**src/rtl/hazard_control.sv**
```systemverilog
// Pipeline hazard controller: load-use stall, FPU multi-cycle hold and taken-branch
// squash for the IF/ID and ID/EX latches, plus saturating stall/flush event counters.
module hazard_control #(
  parameter int FPU_LATENCY = 4,
  parameter int CNT_W       = 16
) (
  input  logic             clk,
  input  logic             reset,
  input  logic [5:0]       IDRegAAddr,
  input  logic [5:0]       IDRegBAddr,
  input  logic             IDUsesA,
  input  logic             IDUsesB,
  input  logic             EXMemRead,
  input  logic             EXRegWE,
  input  logic [5:0]       EXRegWBAddr,
  input  logic             EXFPUStart,
  input  logic             EXBranchTaken,
  output logic             stall,
  output logic             BubbleEX,
  output logic             FlushID,
  output logic             FPUDone,
  output logic [CNT_W-1:0] StallCount,
  output logic [CNT_W-1:0] FlushCount
);

  typedef enum logic {IDLE, FPU_BUSY} state_t;

  // The start cycle and the done cycle are not counted down, hence the -2.
  localparam logic [3:0] FPU_LOAD = 4'(FPU_LATENCY - 2);

  state_t     state, state_next;
  logic [3:0] fpu_cnt, fpu_cnt_next;
  logic       load_use;

  assign load_use = EXMemRead && EXRegWE && (EXRegWBAddr != 6'd0) &&
                    ((IDUsesA && (IDRegAAddr == EXRegWBAddr)) ||
                     (IDUsesB && (IDRegBAddr == EXRegWBAddr)));

  always_ff @(posedge clk) begin
    if (reset) begin
      state   <= IDLE;
      fpu_cnt <= 4'd0;
    end else begin
      state   <= state_next;
      fpu_cnt <= fpu_cnt_next;
    end
  end

  // Priority in IDLE: FPU start, then taken branch (squashes the dependent op), then load-use.
  always_comb begin
    stall        = 1'b0;
    BubbleEX     = 1'b0;
    FlushID      = 1'b0;
    FPUDone      = 1'b0;
    state_next   = state;
    fpu_cnt_next = fpu_cnt;
    case (state)
      IDLE: begin
        if (EXFPUStart) begin
          stall        = 1'b1;
          fpu_cnt_next = FPU_LOAD;
          state_next   = FPU_BUSY;
        end else if (EXBranchTaken) begin
          FlushID  = 1'b1;
          BubbleEX = 1'b1;
        end else if (load_use) begin
          stall    = 1'b1;
          BubbleEX = 1'b1;
        end
      end
      FPU_BUSY: begin
        if (fpu_cnt != 4'd0) begin
          stall        = 1'b1;
          fpu_cnt_next = fpu_cnt - 4'd1;
        end else begin
          FPUDone    = 1'b1;
          state_next = IDLE;
        end
      end
      default: state_next = IDLE;
    endcase
  end

  always_ff @(posedge clk) begin
    if (reset) begin
      StallCount <= '0;
      FlushCount <= '0;
    end else begin
      if (stall && (StallCount != {CNT_W{1'b1}}))
        StallCount <= StallCount + 1'b1;
      if (FlushID && (FlushCount != {CNT_W{1'b1}}))
        FlushCount <= FlushCount + 1'b1;
    end
  end

endmodule
```
**config.mk**
```make
export PLATFORM = sky130hd
export DESIGN_NAME = hazard_control
export DESIGN_NICKNAME = d
export VERILOG_FILES = /design/src/rtl/hazard_control.sv
export SDC_FILE = /design/constraint.sdc
export NUM_CORES = 1
export LEC_CHECK = 0
export CORE_MARGIN = 2
export CORE_UTILIZATION = 51
export CTS_BUF_LIST = sky130_fd_sc_hd__clkbuf_2 sky130_fd_sc_hd__clkbuf_4 sky130_fd_sc_hd__clkbuf_8
export DETAILED_ROUTE_END_ITERATION = 8
export MAX_ROUTING_LAYER = met4
export PLACE_DENSITY_LB_ADDON = 0.2
export SLEW_MARGIN = 10
export SYNTH_ARGS = -nofsm -noshare
export SYNTH_HDL_FRONTEND = slang
export SYNTH_SLANG_ARGS = --single-unit
```
**constraint.sdc**
```tcl
create_clock -name clk -period 3.55 [get_ports clk]
set_input_delay 0.8875 -clock clk [delete_from_list [all_inputs] [get_ports clk]]
set_output_delay 0.8875 -clock clk [all_outputs]
set_load 0.05 [all_outputs]
```
==> flow_summary.yaml, run 1 <==
logic_synthesis:
  synth-seq-cells: 37
  synth_edf_count: 0
  yosys_warnings: 0
  synthTopCellsByCount: "dfxtp_1 (37), nor2_1 (27), a21oi_1 (19), nand3_1 (16), xnor2_1 (16)"
  synth.yosys.seq_area_share: 0.390
  synth_cells: 227
  synth_area_sq_mm: 0.00190
  syn_nets: 256
  yosysTopAreaCellShare: 0.390
  yosysTopAreaCell: "dfxtp_1"
  synthTopCellsByArea: "dfxtp_1 (39%), xnor2_1 (7.4%), xor2_1 (5.5%)"
  synth_cell_types: 36
  avgSynthCellArea_sq_um: 8.37
  async_reset_ff_frac: 0
  synth-main-ff-cell: "dfxtp_1"
  synth_most_common_cell: "dfxtp_1"
setup_path:
  cp.required_ns: 2.66
  path_cells: "clkdlybuf4s50_1 -> or4_1 -> o311a_1 -> nand2_1 -> a21oi_1 -> buf_4"
  end_kind: "output pin"
  slowest_stage: "or4_1"
  cp.buffers_inverters: 2
  critical_path.top_delay_family: "buffers and inverters"
  path_class: "in -> out"
  crit_arrival_ns: 2.57
  start_kind: "primary input"
  slowest_delay_ns: 0.52
  worstPathMaxFanout: 3
power:
  ir_worst_vdd_uv: 287
  power_density_mw_per_mm2: 353
  power_leakage_nw: 0.937
global_route:
  grt_overflow: 0
  grt_pass1_vias: 1787
  antenna_found_initial: 0
  grtUsageTotal: 0.247
  grt_pass1_wl_um: 7980
  grt_max_degree: 31
cts:
  cts_tree: "yes"
  cts_htree_levels: 2
  post_cts_hold_buffer_count: 0
  cts_root_buf: "clkbuf_8"
  cts_buffers: 5
  clockBufferDepth: 2
  insertion_delay_ns: 0.29
  cts_sinks: 37
  clk_pin_slew_ns: 0.07
sta:
  timing.fmax_mhz: 289
  finalSetupViolations: 0
  grt_setup_unrepaired: "no"
  period_minus_slack_ns: 3.46
  hold_violations: 0
  tightest_slew_ns: 0.807
  slew_headroom: 0.458
  setup_tns_ns: 0
  slew_viol_final: 0
  skew_ns: 0.00447
  period_share: 0.975
run:
  drv_cap: 0
final_layout:
  drive_gt1_frac: 0.0616
  syn_to_final_growth_pct: 40.3
  n_antenna_cell: 0
  nets: 321
  final_cells: 340
route:
  ant_nets: 0
  avgRoutedWirePerCell_um: 13.3
  dr_total_vias: 1840
  wirelength_um: 4520
  route.detailed.drc: 0
  drt_first_pass_iters: 4
  via_per_inst: 5.41
  drt_iter0_drc: 121
floorplanning:
  die-area_sq_mm: 0.00423
  core_area_sq_mm: 0.00363
  initial_utilization: 0.523
  rows: 22
  boundaryPins: 62
  die_h_um: 65.0
  fp.dieW_um: 65.0
hold_path:
  hold_class: "reg -> reg"
placed_design:
  dpl.hpwl_um: 3390
  dpl.cell_count: 333
  io_buffers: 61
  gp_congestion: 0.828
status:
  status: "finished, final reports clean"
[sequential cells by signal, summed over array words and instances (netlist names)]
signal,flops
StallCount,16
fpu_cnt,4
FlushCount,16
state,1
[per-stage QoR]
step / setup slack (ns) / utilization / hold WS [ns] / area [sq um] / power [mW]
3_5_place_dp: 0.0388 / 0.707 / 0.495 / 2570 / 0.646
5_1_grt: 0.0139 / 0.734 / 0.543 / 2670 / 0.982
3_3_place_gp: 0.0994 / 0.707 / 0.482 / 2570 / 0.641
2_1_floorplan: 0.0619 / - / 0.471 / 1900 / 0.572
6_report: 0.0888 / 0.734 / 0.501 / 2670 / 0.942
4_1_cts: 0.0399 / 0.732 / 0.504 / 2660 / 0.944
[power by group]
group | switching, mW | total [mW] | internal (mW)
clock | 0.142 | 0.304 | 0.162
combinational | 0.108 | 0.194 | 0.0859
sequential | 0.0169 | 0.444 | 0.427
[metal layers]
| metal | GRT usage | wire length, um | part of all wire |
|---|---|---|---|
| met5 | - | 0 | 0 |
| met1 | 0.281 | 1940 | 0.43 |
| met2 | 0.429 | 2330 | 0.52 |
| met3 | 0.0590 | 168 | 0.037 |
| met4 | 0.0781 | 80 | 0.018 |
[final cells by class]
class / count / area (sq um)
multi-input cells: 173 / 1090
fillers: 307 / 967
flip-flops and latches: 37 / 741
repair buffers: 66 / 656
clock buffers: 7 / 90.1
well taps: 48 / 60.1
inverters: 9 / 33.8
[cell families after synthesis]
family,count (synthesis),synth area share
xor gates and xnor gates,28,0.129
DFF,37,0.390
AOI/OAI and AO/OA,43,0.134
and+or+nand+nor,96,0.268
buffers and inverters,17,0.0415
muxes,3,0.0184
adders and majority gates,3,0.0198
[cell usage in the layout (no fill, tap or decap), drive strengths merged, types with 3 or more instances in the layout]
cell type and n:
nand2 9, xor2 12, dfxtp 37, a21oi 20, nor2 27, and3 6
nand3 16, or4 4, and4 3, ha 3, o31ai 4, buf 8
clkdlybuf4s50 57, xnor2 16, inv 9, nor3b 3, or3 10, nand4 10
o21ai 11, clkbuf 7
[worst reg2reg max path: stages, from the launching register on]
cell and delay [ns]:
dfxtp_1 0.34, inv_1 0.06, ha_1 0.18, nor3b_1 0.40, a21o_1 0.32, a31oi_1 0.09, a21oi_2 0.33, buf_4 0.28
mux2i_1 0.20, nor2_1 0.06
[final timing paths]
path                                start                         end  slack, ns  cells after the start
setup / recovery           EXRegWBAddr[1]                    BubbleEX       0.09                      6
hold / removal    fpu_cnt[2]$_SDFFE_PP0P_     fpu_cnt[2]$_SDFFE_PP0P_       0.50                      2
setup reg to reg  fpu_cnt[0]$_SDFFE_PP0P_  StallCount[1]$_SDFFE_PP0P_       1.19                      9
hold reg to reg   fpu_cnt[2]$_SDFFE_PP0P_     fpu_cnt[2]$_SDFFE_PP0P_       0.50                      2
[timing repair]
| action | 4_1_cts | 5_1_grt |
|---|---|---|
| buffers inserted | 0 | 0 |
| endpoints found under the hold margin | 0 | 0 |
| gates resized for setup | 0 | 2 |
| endpoints found under the setup margin | 0 | 1 |
(Power assumes the default switching activity.)
==> run 2, diff against run 1 <==
HOLD_SLACK_MARGIN = 0.15   (was default)
==> results of run 2 <==
No change in the layout: final DEF, timing and power equal those of run 1.
==> run 3, diff against run 2 <==
CORE_UTILIZATION = 49   (was 51)
CTS_BUF_LIST = default   (was sky130_fd_sc_hd__clkbuf_2 sky130_fd_sc_hd__clkbuf_4 sky130_fd_sc_hd__clkbuf_8)
==> flow_summary.yaml, run 3 (synthesis results as in run 1) <==
setup_path:
  end_kind: "output pin"
  timing.rr.start: "fpu_cnt[0]$_SDFFE_PP0P_"
  cp.required_ns: 2.66
  path_class: "in -> out"
  crit_arrival_ns: 2.58
  start_kind: "primary input"
  worstPathMaxFanout: 3
  cp-startpoint: "EXRegWBAddr[0]"
cts:
  post_cts_hold_buffer_count: 0
  cts_htree_levels: 2
  cts_root_buf: "clkbuf_8"
  clk_pin_slew_ns: 0.06
  cts_sinks: 37
  insertion_delay_ns: 0.29
  clockBufferDepth: 2
  cts_buffers: 5
  cts_tree: "yes"
  cts_setup_buffers: 0
run:
  drv_cap: 0
sta:
  worst_slack_ns: 0.0827
  skew_ns: 0.0113
  slew_viol_final: 0
  setup_tns_ns: 0
  grt_setup_unrepaired: "yes"
  tightest_slew_ns: 0.724
  slew_headroom: 0.514
  finalSetupViolations: 0
  period_minus_slack_ns: 3.47
  period_share: 0.977
  timing.fmax_mhz: 288
  hold_violations: 0
  hold-worst-slack_ns: 0.499
floorplanning:
  boundaryPins: 62
  rows: 22
  initial_utilization: 0.515
  die_h_um: 66.3
  fp.dieW_um: 66.3
  die-area_sq_mm: 0.00439
  core_area_sq_mm: 0.00369
hold_path:
  hold_start: "StallCount[9]$_SDFFE_PP0P_"
  hold_class: "reg -> reg"
final_layout:
  syn_to_final_growth_pct: 40.4
  n_antenna_cell: 0
  reg.largest.list: "FlushCount (16), StallCount (16), fpu_cnt (4)"
  nets: 322
  drive_gt1_frac: 0.0648
  fin_util: 0.723
  final_common_cell: "clkdlybuf4s50_1"
  layout_common_cells: "clkdlybuf4s50_1 (57), dfxtp_1 (37), nor2_1 (27), a21oi_1 (19)"
  final_cells: 341
power:
  power_leakage_nw: 0.936
  ir_worst_vdd_uv: 367
  power_density_mw_per_mm2: 345
placed_design:
  dpl.cell_count: 334
  io_buffers: 61
  preCtsSetupSlack_ns: 0.000410
  dpl.hpwl_um: 3330
  gp_congestion: 0.845
status:
  status: "finished, final reports clean"
global_route:
  grt_overflow: 0
  grt_max_degree: 33
  grt_pass1_vias: 1671
  grtUsageTotal: 0.229
  antenna_found_initial: 0
  grt_pass1_wl_um: 7540
route:
  wirelength_um: 4430
  drt_first_pass_iters: 4
  via_per_inst: 5.38
  route.detailed.drc: 0
  dr_total_vias: 1834
  ant_nets: 0
  avgRoutedWirePerCell_um: 13.0
  drt_iter0_drc: 100
## run 3: metrics by stage
stage	instance area [sq um]	power (mW)
after global placement	2580	0.643
after CTS	2660	0.928
after detailed placement	2580	0.646
final	2670	0.920
after global routing	2670	0.970
after floorplan	1900	0.572
## run 3: area by class of cell
cell class,count,area [sq um]
Multi-Input combinational cell,173,1090
Fill cell,311,1020
Sequential cell,37,741
Timing Repair Buffer,67,663
Clock buffer,6,72.6
Tap cell,48,60.1
Inverter,9,33.8
Clock inverter,1,8.76
## run 3: worst paths after layout
kind | to | slack (ns) | cells after the start
worst min-delay path | StallCount[9]$_SDFFE_PP0P_ | 0.50 | 2
worst max register to register | StallCount[15]$_SDFFE_PP0P_ | 1.27 | 9
worst max-delay path | stall | 0.08 | 6
worst min register to register | StallCount[9]$_SDFFE_PP0P_ | 0.50 | 2
## run 3: layer usage
metal / global-route usage / share of wire
met1: 0.272 / 0.43
met5: - / 0
met3: 0.0596 / 0.047
met4: 0.0995 / 0.025
met2: 0.366 / 0.50
## run 3: worst max-delay path, stage by stage
cell and delay, ns:
clkdlybuf4s50_1 0.46, or4_1 0.53, o311a_1 0.34, nand2_2 0.10, o31ai_2 0.09, buf_12 0.17
## run 3: where the power goes
| part | internal (mW) | leakage, nW | switching [mW] |
|---|---|---|---|
| Combinational | 0.0878 | 0.596 | 0.107 |
| Sequential | 0.426 | 0.299 | 0.0171 |
| Clock | 0.136 | 0.0412 | 0.146 |
## run 3: timing repair
action	in CTS	in global routing
resized for setup	1	2
pin swaps	0	0
endpoints found under the setup margin	1	2
